File: src/rtl/gsensor_spi_if.sv
// Bus bundle between the accelerometer master (or bench) and the responder:
// 3-wire SPI pad signals, the sample feed and the interrupt pins.
interface gsensor_spi_if;
  logic        spi_csn;
  logic        spi_sclk;
  logic        spi_sdio_in;
  logic        spi_sdio_out;
  logic        spi_sdio_oe;
  logic [15:0] sample_x;
  logic [15:0] sample_y;
  logic [15:0] sample_z;
  logic        sample_valid;
  logic        int1;
  logic        int2;

  modport master (
    output spi_csn, spi_sclk, spi_sdio_in, sample_x, sample_y, sample_z, sample_valid,
    input  spi_sdio_out, spi_sdio_oe, int1, int2
  );

  modport slave (
    input  spi_csn, spi_sclk, spi_sdio_in, sample_x, sample_y, sample_z, sample_valid,
    output spi_sdio_out, spi_sdio_oe, int1, int2
  );
endinterface

File: src/rtl/gsensor_spi_responder.sv
// ADXL345-style accelerometer stand-in: 3-wire SPI mode 3 slave with a small
// register map, coherent X/Y/Z sample registers and a DATA_READY interrupt.
module gsensor_spi_responder (
  input  logic         clock_50MHz,
  input  logic         reset,
  gsensor_spi_if.slave bus
);

  typedef enum logic [1:0] {StIdle, StCmd, StWdata, StRdata} state_e;

  // Synchronizers, packed as {csn, sclk, sdio}
  logic [2:0]  sync_meta_q, sync_meta_d, sync_q, sync_d;
  logic        sclk_prev_q, sclk_prev_d;
  logic        armed_q, armed_d;
  logic        csn_s, sclk_s, sdio_s;

  state_e      state_q, state_d;
  logic [2:0]  bit_cnt_q, bit_cnt_d;
  logic [7:0]  rx_sr_q, rx_sr_d;
  logic [7:0]  tx_sr_q, tx_sr_d;
  logic [5:0]  addr_q, addr_d;
  logic        mb_q, mb_d;
  logic        sdio_out_q, sdio_out_d;
  logic        sdio_oe_q, sdio_oe_d;

  logic [7:0]  bw_rate_q, bw_rate_d;
  logic [7:0]  power_ctl_q, power_ctl_d;
  logic [7:0]  int_enable_q, int_enable_d;
  logic [7:0]  int_map_q, int_map_d;
  logic [7:0]  data_format_q, data_format_d;
  logic [15:0] x_q, x_d, y_q, y_d, z_q, z_d;
  logic [15:0] pend_x_q, pend_x_d, pend_y_q, pend_y_d, pend_z_q, pend_z_d;
  logic        pend_valid_q, pend_valid_d;
  logic        data_ready_q, data_ready_d;
  logic        int1_q, int1_d, int2_q, int2_d;

  // Control decode
  logic        active, rise, fall, byte_done, wr_en, tx_load, shift_out;
  logic [7:0]  rx_next;
  logic [5:0]  rd_addr;
  logic [7:0]  rd_data;
  logic        smp_apply;
  logic [15:0] smp_x, smp_y, smp_z;

  assign csn_s  = sync_q[2];
  assign sclk_s = sync_q[1];
  assign sdio_s = sync_q[0];

  // Input synchronizers, SCLK edge history and the post-reset arm flag
  always_comb begin
    sync_meta_d = {bus.spi_csn, bus.spi_sclk, bus.spi_sdio_in};
    sync_d      = sync_meta_q;
    sclk_prev_d = sclk_s;
    // Bus is ignored until CSN has been seen deasserted after reset
    armed_d     = armed_q | csn_s;
  end

  // FSM state register
  always_ff @(posedge clock_50MHz or posedge reset) begin
    if (reset) state_q <= StIdle;
    else       state_q <= state_d;
  end

  // FSM next state
  always_comb begin
    state_d = state_q;
    if (csn_s) begin
      state_d = StIdle;
    end else begin
      case (state_q)
        StIdle:  if (armed_q) state_d = StCmd;
        StCmd:   if (byte_done) state_d = rx_next[7] ? StRdata : StWdata;
        default: ;
      endcase
    end
  end

  // FSM outputs: per-cycle transfer control strobes and address sequencing
  always_comb begin
    active    = (state_q != StIdle) && !csn_s;
    rise      = active && sclk_s && !sclk_prev_q;
    fall      = active && !sclk_s && sclk_prev_q;
    rx_next   = {rx_sr_q[6:0], sdio_s};
    byte_done = rise && (bit_cnt_q == 3'd7);
    wr_en     = byte_done && (state_q == StWdata);
    shift_out = fall && (state_q == StRdata);
    tx_load   = 1'b0;
    addr_d    = addr_q;
    mb_d      = mb_q;
    rd_addr   = addr_q;
    if (byte_done) begin
      if (state_q == StCmd) begin
        addr_d  = rx_next[5:0];
        mb_d    = rx_next[6];
        rd_addr = rx_next[5:0];
        tx_load = rx_next[7];
      end else begin
        // 6-bit add wraps 0x3F -> 0x00 for free
        addr_d  = mb_q ? addr_q + 6'd1 : addr_q;
        rd_addr = addr_d;
        tx_load = (state_q == StRdata);
      end
    end
  end

  // Register read mux, addressed by the byte about to be shifted out
  always_comb begin
    rd_data = 8'h00;
    case (rd_addr)
      6'h00:   rd_data = 8'hE5;
      6'h2C:   rd_data = bw_rate_q;
      6'h2D:   rd_data = power_ctl_q;
      6'h2E:   rd_data = int_enable_q;
      6'h2F:   rd_data = int_map_q;
      6'h30:   rd_data = {data_ready_q, 7'd0};
      6'h31:   rd_data = data_format_q;
      6'h32:   rd_data = x_q[7:0];
      6'h33:   rd_data = x_q[15:8];
      6'h34:   rd_data = y_q[7:0];
      6'h35:   rd_data = y_q[15:8];
      6'h36:   rd_data = z_q[7:0];
      6'h37:   rd_data = z_q[15:8];
      default: ;
    endcase
  end

  // Shift registers and SDIO pad drive
  always_comb begin
    bit_cnt_d  = active ? (rise ? bit_cnt_q + 3'd1 : bit_cnt_q) : 3'd0;
    rx_sr_d    = rise ? rx_next : rx_sr_q;
    tx_sr_d    = tx_sr_q;
    sdio_out_d = sdio_out_q;
    sdio_oe_d  = sdio_oe_q;
    if (tx_load) begin
      tx_sr_d = rd_data;
    end else if (shift_out) begin
      tx_sr_d    = {tx_sr_q[6:0], 1'b0};
      sdio_out_d = tx_sr_q[7];
      sdio_oe_d  = 1'b1;
    end
    if (state_d == StIdle) sdio_oe_d = 1'b0;
  end

  // Config writes, sample buffering, DATA_READY and interrupt pins
  always_comb begin
    bw_rate_d     = bw_rate_q;
    power_ctl_d   = power_ctl_q;
    int_enable_d  = int_enable_q;
    int_map_d     = int_map_q;
    data_format_d = data_format_q;
    if (wr_en) begin
      case (addr_q)
        6'h2C:   bw_rate_d     = rx_next;
        6'h2D:   power_ctl_d   = rx_next;
        6'h2E:   int_enable_d  = rx_next;
        6'h2F:   int_map_d     = rx_next;
        6'h31:   data_format_d = rx_next;
        default: ;
      endcase
    end

    // Samples never land mid-transaction so a burst read stays coherent
    smp_apply    = 1'b0;
    smp_x        = bus.sample_x;
    smp_y        = bus.sample_y;
    smp_z        = bus.sample_z;
    pend_x_d     = pend_x_q;
    pend_y_d     = pend_y_q;
    pend_z_d     = pend_z_q;
    pend_valid_d = pend_valid_q;
    if (state_q == StIdle) begin
      if (bus.sample_valid) begin
        smp_apply    = 1'b1;
        pend_valid_d = 1'b0;
      end else if (pend_valid_q) begin
        smp_apply    = 1'b1;
        smp_x        = pend_x_q;
        smp_y        = pend_y_q;
        smp_z        = pend_z_q;
        pend_valid_d = 1'b0;
      end
    end else if (bus.sample_valid) begin
      pend_x_d     = bus.sample_x;
      pend_y_d     = bus.sample_y;
      pend_z_d     = bus.sample_z;
      pend_valid_d = 1'b1;
    end
    x_d = smp_apply ? smp_x : x_q;
    y_d = smp_apply ? smp_y : y_q;
    z_d = smp_apply ? smp_z : z_q;

    // Set after clear so a coincident set wins
    data_ready_d = data_ready_q;
    if (tx_load && rd_addr >= 6'h32 && rd_addr <= 6'h37) data_ready_d = 1'b0;
    if (smp_apply && power_ctl_q[3]) data_ready_d = 1'b1;

    int1_d = data_format_q[5] ^ (data_ready_q & int_enable_q[7] & ~int_map_q[7]);
    int2_d = data_format_q[5] ^ (data_ready_q & int_enable_q[7] & int_map_q[7]);
  end

  // All datapath and register-file flops
  always_ff @(posedge clock_50MHz or posedge reset) begin
    if (reset) begin
      // CSN sync resets low so the arm flag needs a real deassertion
      sync_meta_q   <= 3'b010;
      sync_q        <= 3'b010;
      sclk_prev_q   <= 1'b1;
      armed_q       <= 1'b0;
      bit_cnt_q     <= 3'd0;
      rx_sr_q       <= 8'h00;
      tx_sr_q       <= 8'h00;
      addr_q        <= 6'h00;
      mb_q          <= 1'b0;
      sdio_out_q    <= 1'b0;
      sdio_oe_q     <= 1'b0;
      bw_rate_q     <= 8'h0A;
      power_ctl_q   <= 8'h00;
      int_enable_q  <= 8'h00;
      int_map_q     <= 8'h00;
      data_format_q <= 8'h00;
      x_q           <= 16'h0000;
      y_q           <= 16'h0000;
      z_q           <= 16'h0000;
      pend_x_q      <= 16'h0000;
      pend_y_q      <= 16'h0000;
      pend_z_q      <= 16'h0000;
      pend_valid_q  <= 1'b0;
      data_ready_q  <= 1'b0;
      int1_q        <= 1'b0;
      int2_q        <= 1'b0;
    end else begin
      sync_meta_q   <= sync_meta_d;
      sync_q        <= sync_d;
      sclk_prev_q   <= sclk_prev_d;
      armed_q       <= armed_d;
      bit_cnt_q     <= bit_cnt_d;
      rx_sr_q       <= rx_sr_d;
      tx_sr_q       <= tx_sr_d;
      addr_q        <= addr_d;
      mb_q          <= mb_d;
      sdio_out_q    <= sdio_out_d;
      sdio_oe_q     <= sdio_oe_d;
      bw_rate_q     <= bw_rate_d;
      power_ctl_q   <= power_ctl_d;
      int_enable_q  <= int_enable_d;
      int_map_q     <= int_map_d;
      data_format_q <= data_format_d;
      x_q           <= x_d;
      y_q           <= y_d;
      z_q           <= z_d;
      pend_x_q      <= pend_x_d;
      pend_y_q      <= pend_y_d;
      pend_z_q      <= pend_z_d;
      pend_valid_q  <= pend_valid_d;
      data_ready_q  <= data_ready_d;
      int1_q        <= int1_d;
      int2_q        <= int2_d;
    end
  end

  assign bus.spi_sdio_out = sdio_out_q;
  assign bus.spi_sdio_oe  = sdio_oe_q;
  assign bus.int1         = int1_q;
  assign bus.int2         = int2_q;

endmodule

File: src/flat_wrapper.sv
// flat-port wrapper written by rule: the top's interface ports become plain ports
module gsensor_spi_responder_flat 
  (clock_50MHz, reset, bus_spi_csn, bus_spi_sclk, bus_spi_sdio_in, bus_sample_x, bus_sample_y, bus_sample_z, bus_sample_valid, bus_spi_sdio_out, bus_spi_sdio_oe, bus_int1, bus_int2);
  gsensor_spi_if bus_i ();
  input  logic clock_50MHz;
  input  logic reset;
  input wire logic [$bits(bus_i.spi_csn)-1:0] bus_spi_csn;
  input wire logic [$bits(bus_i.spi_sclk)-1:0] bus_spi_sclk;
  input wire logic [$bits(bus_i.spi_sdio_in)-1:0] bus_spi_sdio_in;
  input wire logic [$bits(bus_i.sample_x)-1:0] bus_sample_x;
  input wire logic [$bits(bus_i.sample_y)-1:0] bus_sample_y;
  input wire logic [$bits(bus_i.sample_z)-1:0] bus_sample_z;
  input wire logic [$bits(bus_i.sample_valid)-1:0] bus_sample_valid;
  output wire logic [$bits(bus_i.spi_sdio_out)-1:0] bus_spi_sdio_out;
  output wire logic [$bits(bus_i.spi_sdio_oe)-1:0] bus_spi_sdio_oe;
  output wire logic [$bits(bus_i.int1)-1:0] bus_int1;
  output wire logic [$bits(bus_i.int2)-1:0] bus_int2;
  assign bus_i.spi_csn = bus_spi_csn;
  assign bus_i.spi_sclk = bus_spi_sclk;
  assign bus_i.spi_sdio_in = bus_spi_sdio_in;
  assign bus_i.sample_x = bus_sample_x;
  assign bus_i.sample_y = bus_sample_y;
  assign bus_i.sample_z = bus_sample_z;
  assign bus_i.sample_valid = bus_sample_valid;
  assign bus_spi_sdio_out = bus_i.spi_sdio_out;
  assign bus_spi_sdio_oe = bus_i.spi_sdio_oe;
  assign bus_int1 = bus_i.int1;
  assign bus_int2 = bus_i.int2;
  gsensor_spi_responder u_core (.clock_50MHz(clock_50MHz), .reset(reset), .bus(bus_i));
endmodule
File: config.mk
export PLATFORM = sky130hd
export DESIGN_NAME = gsensor_spi_responder_flat
export DESIGN_NICKNAME = d
export VERILOG_FILES = /design/src/rtl/gsensor_spi_if.sv /design/src/rtl/gsensor_spi_responder.sv /design/src/flat_wrapper.sv
export SDC_FILE = /design/constraint.sdc
export NUM_CORES = 1
export LEC_CHECK = 0
export ABC_AREA = 1
export CORE_MARGIN = 2
export CORE_UTILIZATION = 50
export DETAILED_ROUTE_END_ITERATION = 10
export PLACE_DENSITY = 0.66
export SYNTH_ARGS = -nofsm -noshare
export SYNTH_HDL_FRONTEND = slang
export SYNTH_SLANG_ARGS = --single-unit
File: constraint.sdc
create_clock -name clock_50MHz -period 7.6 [get_ports clock_50MHz]
set_clock_uncertainty 0.05 [all_clocks]
set_input_delay 0.76 -clock clock_50MHz [delete_from_list [all_inputs] [get_ports clock_50MHz]]
set_output_delay 0.76 -clock clock_50MHz [all_outputs]
set_load 0.05 [all_outputs]
Yosys cells after proc, flatten, opt, wreduce, memory -nomap -nowiden
Cells that the tools add are included.
{"block": "totals", "out_inout_bits": 4, "ff_bits": 177, "word_cells": 128, "inputBits": 54}
{"block": "classes", "magnitude_cmp": 2, "n_addsub": 2, "n_bitwise": 9, "muxes": 34, "eq_ne": 23, "n_reduce_logical": 31}
{"operator": "$mux 16", "n": 9}
{"operator": "$pmux 8 s13", "n": 1}
{"operator": "$eq 6x6->1 const B", "n": 17}
{"operator": "$mux 6", "n": 3}
{"operator": "$reduce_and 2->1", "n": 9}
{"operator": "$mux 8", "n": 2}
{"operator": "$mux 1", "n": 13}
{"operator": "$logic_and 1x1->1", "n": 11}
{"operator": "$reduce_bool 2->1", "n": 5}
{"operator": "$add 6x1->6 const B", "n": 1}
{"operator": "$ge 6x6->1 const B", "n": 1}
{"operator": "$le 6x6->1 const B", "n": 1}
{"operator": "$logic_not 6->1", "n": 1}
{"operator": "$mux 2", "n": 3}
{"operator": "$mux 3", "n": 2}
{"operator": "$eq 2x2->1 const B", "n": 2}
{"operator": "$logic_not 2->1", "n": 2}
{"operator": "$ne 2x2->1 const B", "n": 2}
{"operator": "$pmux 2 s2", "n": 1}
{"operator": "$add 3x1->3 const B", "n": 1}
{"operator": "$and 1x1->1", "n": 3}
{"operator": "$eq 3x3->1 const B", "n": 1}
{"operator": "$logic_not 1->1", "n": 3}
{"operator": "$not 1->1", "n": 3}
{"operator": "3 further kinds", "n": 4}

Longest topological paths before layout
Gate-level depths: netlist (run 1).
{"block": "logic_depth", "word_depth": 11, "mapped_depth": 18, "mapped_depth_nobuf": 18}

Worst setup path after synthesis (run 1)
No wires, ideal clock.
{"block": "synth_timing", "path_kind": "register to register", "startpoint": "register u_core.bit_cnt_q[0]", "endpoint": "register u_core.tx_sr_q[6]", "path_buffers": 1, "stages_incl_launch_ff": 15, "synth_period_minus_slack_ns": 2.195, "path_slack_ns": 5.405, "t_required_ns": 7.473, "arrival_ns": 2.068, "setup_time_ns": 0.077, "cell_sequence": "dfrtp_1 ha_1 ha_1 nand3_4 buf_4 nand2_1 nand2_1 nand2_2 nor2_1 nand2_1 o21ai_1 nor2_1 nand3_1 nand2_1 a21oi_1"}
{"block": "synth_via", "elab_chain_len": 6, "elab_cells_between_ends": 20, "cone_classes": "13 x eq/ne; 4 x mux; 3 x reduce/logical"}
{"item": "from (decl)", "line": "gsensor_spi_responder.sv:18", "rtl": "logic [2:0] bit_cnt_q, bit_cnt_d;"}
{"item": "from (signal assigned)", "line": "gsensor_spi_responder.sv:236", "rtl": "bit_cnt_q <= bit_cnt_d;"}
{"item": "$eq 3x3->1 (*)", "line": "gsensor_spi_responder.sv:84", "rtl": "byte_done = rise && (bit_cnt_q == 3'd7);"}
{"item": "$logic_and 1x1->1 (*)", "line": "gsensor_spi_responder.sv:84"}
{"item": "$mux 6", "line": "gsensor_spi_responder.sv:91", "rtl": "if (byte_done) begin"}
{"item": "$eq 6x6->1 / $logic_not 6->1 (equally long branches)", "line": "gsensor_spi_responder.sv:109", "rtl": "case (rd_addr)"}
{"item": "$pmux 8 s13", "line": "gsensor_spi_responder.sv:109"}
{"item": "$mux 8", "line": "gsensor_spi_responder.sv:134", "rtl": "if (tx_load) begin"}
{"item": "to (signal assigned)", "line": "gsensor_spi_responder.sv:238", "rtl": "tx_sr_q <= tx_sr_d;"}
{"item": "to (decl)", "line": "gsensor_spi_responder.sv:20", "rtl": "logic [7:0] tx_sr_q, tx_sr_d;"}
Mark *: on every way between the ends. The rest lies on a longest branch, timed or not.
A chain may end at the register's enable or synchronous reset.

Worst setup path in the final report (run 1)
{"block": "layout_timing", "startpoint": "register u_core.sync_q[1]", "endpoint": "register u_core.tx_sr_q[2]"}
{"block": "layout_via", "elab_chain_len": 7, "elab_cells_between_ends": 25, "cone_classes": "12 x eq/ne; 4 x mux; 9 x reduce/logical"}
{"item": "from (decl)", "line": "gsensor_spi_responder.sv:12", "rtl": "logic [2:0] sync_meta_q, sync_meta_d, sync_q, sync_d;"}
{"item": "from (signal assigned)", "line": "gsensor_spi_responder.sv:233", "rtl": "sync_q <= sync_d;"}
{"item": "$logic_and 1x1->1 (2 in a row)", "line": "gsensor_spi_responder.sv:81", "rtl": "rise = active && sclk_s && !sclk_prev_q;"}
{"item": "$logic_and 1x1->1", "line": "gsensor_spi_responder.sv:84"}
{"item": "$mux 6", "line": "gsensor_spi_responder.sv:91"}
{"item": "$eq 6x6->1 / $logic_not 6->1 (equally long branches)", "line": "gsensor_spi_responder.sv:109"}
{"item": "$pmux 8 s13", "line": "gsensor_spi_responder.sv:109"}
{"item": "$mux 8", "line": "gsensor_spi_responder.sv:134"}
Several ways; a longest one is shown, not always the timed one.

==> results of run 1 <==
power by group through the flow:
stage / combinational, mW / sequential [mW] / clock [mW]
final: 0.186 / 1.07 / 0.857
after global routing: 0.215 / 1.08 / 0.915
after CTS: 0.188 / 1.07 / 0.874
after detailed placement: 0.187 / 1.08 / 0
after global placement: 0.183 / 1.08 / 0
after floorplan: 0.119 / 1.07 / 0
Yosys cell counts (all sizes together) (2+ instances only):
library cell    n
o211ai          2
inv           105
ha              6
nor3            3
nand3          88
o21ai         177
clkbuf         33
buf            11
nor2           63
dfrtp         172
dfstp           5
o22ai           2
nand2         315
a21oi          54
nand4           5
metal layers:
metal	up-vias	share of wire [%]
li1	3464	-
met1	3152	50
met2	205	43
met3	33	4.4
met4	0	2.7
met5	-	0
sequential cells by signal, indices dropped and copies added (netlist names), 2 cells and up:
name and count:
u_core.pend_x_q 16, u_core.pend_y_q 16, u_core.pend_z_q 16, u_core.x_q 16, u_core.y_q 16, u_core.z_q 16, u_core.bw_rate_q 8, u_core.data_format_q 8
u_core.int_enable_q 8, u_core.int_map_q 8, u_core.power_ctl_q 8, u_core.tx_sr_q 8, u_core.rx_sr_q 7, u_core.addr_q 6, u_core.bit_cnt_q 3, u_core.sync_d 3
u_core.sync_q 3, u_core.state_q 2
kinds of logic after synthesis:
kind of cell,after synthesis
buf+inv,149
flops,177
compound gates,239
simple gates,475
fa+ha+maj,6
xor+xnor,2
worst max-delay path by stage:
stage	endpoint	slack, ps	cells after the start
after global routing	u_core.tx_sr_q[6]	3960	14
final	u_core.tx_sr_q[2]	4370	16
after floorplan	u_core.addr_q[0]	2000	1
after global placement	u_core.tx_sr_q[2]	4510	16
after CTS	u_core.tx_sr_q[2]	4400	16
after detailed placement	u_core.tx_sr_q[2]	4430	16
layout make-up:
type | instances | area share [%]
timing repair buffer | 62 | 6.33
inverter | 105 | 4.16
tap | 220 | 2.87
sequential | 177 | 46.2
clock inverter | 11 | 1.37
multi-input combinational | 722 | 34.5
clock buffer | 20 | 4.55
==> results.toml, run 1 <==
[clocking]
cts_resized = 0
numCtsBuffers = 17
h-tree-depth = 4
cts_hold_buf = 0
cts_root_buf = "clkbuf_16"
cts_buffer_depth = 2
clk_latency_ps = 430
cts_tree = "yes"
clk_pin_slew_ps = 70
clock_sinks = 177
cts_setup_buffers = 0

[worst_setup_path]
required_ps = 7930
path_max_fanout = 20
r2r_end = "u_core.tx_sr_q[2]"
endpoint_kind = "flip-flop"
crit_slowest_cell = "dfstp_2"
crit_chain = "inv_1, nor2_1, nand3_1, nor2_2, nand2_1, nand2_1, nand2_1, nor2_1, nand3_1, nand2_1, nor2_1, nand3_1, nand2_1, nand2_1, nand2_1, nand2_1"
reg2regPathDepth = 16
cp_num_buf_inv = 1
arrival_ps = 3560
cp-start-kind = "flip-flop"
path_delay_family = "simple AND/OR/NAND/NOR gates"
r2r_start = "u_core.sync_q[1]"
cp_slowest_stage_delay_ps = 540
cp-startpoint = "u_core.sync_q[1]"
worstSetupPathType = "flip-flop to flip-flop"
crit_path_frequent_cell = "nand2_1"
rrSetupSlack_ps = 4370

[global_route]
grt_pass1_wl_um = 33500
grt_util_met1_pct = 36.9
grt_max_degree = 97
busiest_layer = "met1"
met3_usage_pct = 3.83
antenna_found_initial = 0
grt-ovfl-total = 0
grt_use_total_pct = 24.1
grtUsageMet2_pct = 34.0
first_global_vias = 6329

[synthesis]
synth_area_um2 = 8320
synth_top_area_share_pct = 51.8
ys_warn_count = 0
synth_cells = 1048
yosys.cell_types.count = 33
synth_compound_area_share_pct = 14.7
synth.mux.area_fraction_pct = 0
synth-simple-area-share_pct = 24.0
avgSynthCellArea_um2 = 7.93
yosys_register_bits = 177
synth_xor_area_share_pct = 0.211
syn-num-nets = 1108
synth_ff_type = "dfrtp_1"
ys_seq_area_share_pct = 53.3
synth_top_family_by_area = "simple AND/OR/NAND/NOR gates"
synth_top_area_cell = "dfrtp_1"
synth_edf_count = 0
yosys-top-cells-area = "dfrtp_1 (52%), nand2_1 (14%), o21ai_0 (10%)"
async_reset_ff_share_pct = 100
synthAdderAreaFrac_pct = 0.903

[power_and_ir_drop]
p_int_mw = 1.58
seq_power_share_pct = 50.6
p_leak_nw = 4.65
ir_drop_mv = 0.209
sw_frac_of_total_pct = 25.3
combPwrFrac_pct = 8.8
power_mw = 2.11
power.share.clock_pct = 40.6
p_per_area_nw_per_um2 = 220
power.switching_mw = 0.535

[detailed_routing]
vias = 6854
avgRoutedWirePerCell_um = 15.3
drc = 0
wl_um = 20100
firstDrtPassIters = 5
drt_iter0_drc = 720
ant_nets = 0
drt-vias-per-instance = 5.20

[place]
place_worst_setup_slack_ps = 4430
placed_area_um2 = 9030
dp_hpwl_um = 13700
dp_cells = 1286
place_congestion = 0.972
io_buffers = 57

[final_layout]
fillers = 1452
fin_area_um2 = 9600
final_common_cell = "nand2_1"
drive_gt1_share_pct = 5.93
multi_input_area_um2 = 3310
final_cells = 1317
nets = 1145
areaGrowthSynthToFinish_pct = 15.4
seq_area_um2 = 4440
fin_util_pct = 58.5
diodes = 0
final_cell_mix = "nand2_1 (312), dfrtp_1 (172), o21ai_0 (168)"

[timing]
hold_violations = 0
finalMaxSlewViolations = 0
setup_ws_ps = 4370
fin_setup_tns_ps = 0
maxSlewHeadroom_pct = 29.0
hold_slack_ps = 300
fmax_mhz = 309
setup-violations-final = 0
tightest_slew_ps = 1070
rsz0062_at_grt = "no"
timing.final.crit_share_pct = 42.5
fin_crit_ps = 3230

[die]
die_area_um2 = 17700
core-area_um2 = 16400
die_w_um = 133
initial_utilization_pct = 50.7
pin_count = 58
rows = 47
chipHeight_um = 133

[hold_path]
hold_path.class = "flip-flop to flip-flop"
worstHoldStart = "u_core.sync_d[2]"
whs_path_depth = 0
hold_end = "u_core.sync_q[2]"

[run_status]
outcome = "finished clean"

[job]
cap_violations = 0
(Power assumes the default switching activity.)
==> run 2: changes to the inputs <==
Clock period 7.6 ns to 3.05 ns, I/O delays scaled along.
==> results.toml, run 2 (synthesis gave the netlist of run 1 again) <==
[detailed_routing]
wl_um = 21200
drt_iter0_drc = 541
ant_nets = 0
firstDrtPassIters = 4
drc = 0
avgRoutedWirePerCell_um = 15.9
vias = 7086
drt-vias-per-instance = 5.30

[place]
io_buffers = 57
dp_hpwl_um = 15300
place_congestion = 0.940
place_worst_setup_slack_ps = 327

[global_route]
grt-ovfl-total = 0
grt_use_total_pct = 25.4
first_global_vias = 6663
grt_pass1_wl_um = 34900
antenna_found_initial = 0
grt_max_degree = 53

[worst_setup_path]
r2r_end = "u_core.tx_sr_q[6]"
reg2regPathDepth = 14
path_max_fanout = 6
cp-start-kind = "flip-flop"
crit_path_frequent_cell = "nand2_1"
endpoint_kind = "flip-flop"
path_delay_family = "simple AND/OR/NAND/NOR gates"
r2r_start = "u_core.sync_q[1]"
required_ps = 3360
worstSetupPathType = "flip-flop to flip-flop"
path_depth = 14
cp_slowest_stage_delay_ps = 540
crit_chain = "inv_1, nor2_1, nand3_1, nor2_2, nand2_1, nand2_1, nand2_1, nor2_2, nand2_1, o21ai_1, nor2_1, nand3_1, nand2_1, a21oi_1"
rrSetupSlack_ps = 260
crit_slowest_cell = "dfstp_2"
arrival_ps = 3100
cp_num_buf_inv = 1

[timing]
fmax_mhz = 359
finalMaxSlewViolations = 0
setup_ws_ps = 263
tightest_slew_ps = 767
timing.final.crit_share_pct = 91.4
hold_violations = 0
setup-violations-final = 0
fin_crit_ps = 2790
fin_setup_tns_ps = 0
rsz0062_at_grt = "no"
maxSlewHeadroom_pct = 48.8

[power_and_ir_drop]
p_int_mw = 3.98
combPwrFrac_pct = 9.1
seq_power_share_pct = 49.6
sw_frac_of_total_pct = 25.9
p_per_area_nw_per_um2 = 546
ir_drop_mv = 0.427
p_leak_nw = 4.79
power.share.clock_pct = 41.3
power.switching_mw = 1.39

[clocking]
cts_root_buf = "clkbuf_16"
cts_setup_buffers = 0
cts_hold_buf = 0
h-tree-depth = 4
clk_latency_ps = 440
clk_pin_slew_ps = 70
clock_sinks = 177
numCtsBuffers = 17
cts_buffer_depth = 2
cts_tree = "yes"

[run_status]
outcome = "finished clean"

[die]
chipHeight_um = 133
rows = 47
die_w_um = 133
pin_count = 58
core-area_um2 = 16400
die_area_um2 = 17700
initial_utilization_pct = 50.7

[final_layout]
final_cell_mix = "nand2_1 (312), dfrtp_1 (172), o21ai_0 (168)"
nets = 1164
final_common_cell = "nand2_1"
areaGrowthSynthToFinish_pct = 18.4
drive_gt1_share_pct = 7.97
diodes = 0

[job]
cap_violations = 0

[hold_path]
whs_path_depth = 1
hold_path.class = "input pin to flip-flop"
hold_end = "u_core.sync_d[1]"
worstHoldStart = "bus_spi_sclk"
[run 2: power groups by stage]
stage	Clock (mW)	Combinational [mW]	Sequential, mW
final	2.22	0.488	2.66
after global routing	2.36	0.560	2.68
after CTS	2.25	0.493	2.66
after detailed placement	0	0.490	2.70
after global placement	0	0.480	2.70
after floorplan	0	0.298	2.66
[run 2: per-layer routing]
layer / wire length [µm] / GRT usage (%) / part of all wire, % / vias to the layer above
met4: 510 / 8.66 / 2.4 / 0
met5: 0 / 0 / 0 / -
met1: 10300 / 36.7 / 49 / 3349
li1: - / - / - / 3509
met2: 9420 / 38.3 / 44 / 196
met3: 925 / 5.17 / 4.4 / 32
[run 2: stage by stage]
stage / utilization [%] / hold WS [ps] / total power, mW / cell area, µm² / cells
6_report: 60.0 / 219 / 5.37 / 9850 / 1337
5_1_grt: 60.0 / 198 / 5.60 / 9850 / 1337
4_1_cts: 60.0 / 205 / 5.40 / 9840 / 1337
3_5_place_dp: 56.4 / 288 / 3.19 / 9250 / 1305
3_3_place_gp: 56.4 / 283 / 3.18 / 9250 / 1305
2_1_floorplan: - / 259 / 2.96 / 8320 / 1048
[run 2: repair_timing]
item	4_1_cts	5_1_grt
endpoints found under the hold margin	0	0
resized for setup	0	2
setup endpoints to repair	0	1
[run 2: area by class of cell]
type                       count  area [µm²]
clock inverter                13         150
fill                        1508        6560
timing repair buffer          81         826
clock buffer                  19         443
tap                          220         275
sequential                   177        4440
multi-input combinational    722        3320
inverter                     105         398
[run 2: worst max path at each step]
stage / startpoint / to
global placement: u_core.sync_q[1] / u_core.tx_sr_q[2]
finish: u_core.sync_q[1] / u_core.tx_sr_q[6]
CTS: u_core.sync_q[1] / u_core.tx_sr_q[6]
detailed placement: u_core.sync_q[1] / u_core.tx_sr_q[2]
floorplan: reset / u_core.addr_q[0]
global route: u_core.sync_q[1] / u_core.tx_sr_q[6]
==> run 3: changes to the inputs <==
Settings changed: PLACE_DENSITY 0.66 to 0.69.
==> results.toml, run 3 (synthesis gave the netlist of run 1 again) <==
[run_status]
outcome = "finished clean"

[final_layout]
final_cell_mix = "nand2_1 (312), dfrtp_1 (172), o21ai_0 (168)"
drive_gt1_share_pct = 6.96
diodes = 0
areaGrowthSynthToFinish_pct = 16.8
nets = 1154
final_common_cell = "nand2_1"

[place]
io_buffers = 57
dp_hpwl_um = 13900
place_worst_setup_slack_ps = 304
place_congestion = 0.900

[detailed_routing]
vias = 6988
avgRoutedWirePerCell_um = 15.2
wl_um = 20200
ant_nets = 0
drt_iter0_drc = 725
firstDrtPassIters = 5
drc = 0
drt-vias-per-instance = 5.27

[die]
initial_utilization_pct = 50.7
rows = 47
chipHeight_um = 133
pin_count = 58
die_w_um = 133
die_area_um2 = 17700
core-area_um2 = 16400

[timing]
maxSlewHeadroom_pct = 44.2
fmax_mhz = 371
setup-violations-final = 0
setup_ws_ps = 351
timing.final.crit_share_pct = 88.5
finalMaxSlewViolations = 0
fin_setup_tns_ps = 0
tightest_slew_ps = 837
rsz0062_at_grt = "no"
hold_slack_ps = 235
hold_violations = 0
fin_crit_ps = 2700

[job]
cap_violations = 0

[worst_setup_path]
worstSetupPathType = "flip-flop to flip-flop"
cp-startpoint = "u_core.sync_q[1]"
path_max_fanout = 6
r2r_start = "u_core.sync_q[1]"
reg2regPathDepth = 16
arrival_ps = 3030
endpoint_kind = "flip-flop"
required_ps = 3380
cp-start-kind = "flip-flop"
r2r_end = "u_core.tx_sr_q[1]"
rrSetupSlack_ps = 350

[hold_path]
worstHoldStart = "bus_spi_sclk"
hold_path.class = "input pin to flip-flop"
whs_path_depth = 1
hold_end = "u_core.sync_d[1]"

[clocking]
clk_pin_slew_ps = 70
clock_sinks = 177
clk_latency_ps = 440
numCtsBuffers = 17
cts_buffer_depth = 2
cts_root_buf = "clkbuf_16"
cts_tree = "yes"
h-tree-depth = 4

[global_route]
grt_use_total_pct = 24.6
grt_pass1_wl_um = 34300
grt_max_degree = 150
antenna_found_initial = 0
grt-ovfl-total = 0
first_global_vias = 6605

[power_and_ir_drop]
p_leak_nw = 4.72
power_mw = 5.24
p_per_area_nw_per_um2 = 540
ir_drop_mv = 0.404
## run 3: what timing repair did
item                                    CTS  global route
endpoints found under the hold margin     0             0
gates resized for setup                   0             1
endpoints found under the setup margin    0             1
setup buffers                             0             0
hold buffers                              0             0
## run 3: how the worst max path moves through the flow
stage                   endpoint  slack [ps]  depth (start not counted)
2_1_floorplan   u_core.addr_q[0]         430                          1
3_3_place_gp   u_core.tx_sr_q[6]         350                         14
3_5_place_dp   u_core.tx_sr_q[6]         300                         14
4_1_cts        u_core.tx_sr_q[6]         270                         14
5_1_grt        u_core.tx_sr_q[3]          20                         16
6_report       u_core.tx_sr_q[1]         350                         16
## run 3: area by class of cell
type	instances	area, µm²
clock buffers	19	433
clock inverters	13	130
fillers	1508	6690
inverters	105	398
multi-input cells	722	3320
flip-flops and latches	177	4440
well taps	220	275
repair buffers	71	726
## run 3: per-layer routing
| layer | global-route usage, % | wire (µm) |
|---|---|---|
| met1 | 36.3 | 9770 |
| met2 | 35.8 | 8980 |
| met3 | 6.05 | 1080 |
| met4 | 7.89 | 385 |
| met5 | 0 | 0 |
## run 3: per-stage QoR
step                utilization, %  std cells  instance area, µm²
finish                        59.2       1327                9710
global placement              55.8       1295                9150
CTS                           59.2       1327                9710
global route                  59.2       1327                9710
floorplan                        -       1048                8320
detailed placement            55.8       1295                9150
## run 3: worst max-delay path, stage by stage (launching register included)
cell	delay, ps
dfstp_2	540
inv_1	40
nor2_1	190
nand3_1	150
nor2_2	220
nand2_1	80
nand2_1	160
nand2_1	200
nor2_1	380
nand3_1	120
nand2_1	140
nor2_1	60
nand3_1	80
nand2_1	60
nand2_1	70
nand2_1	50
nand2_1	60
## run 3: power by group
part	switching [mW]	internal, mW
Clock	0.958	1.14
Sequential	0.123	2.55
Combinational	0.293	0.179
Total	1.37	3.87
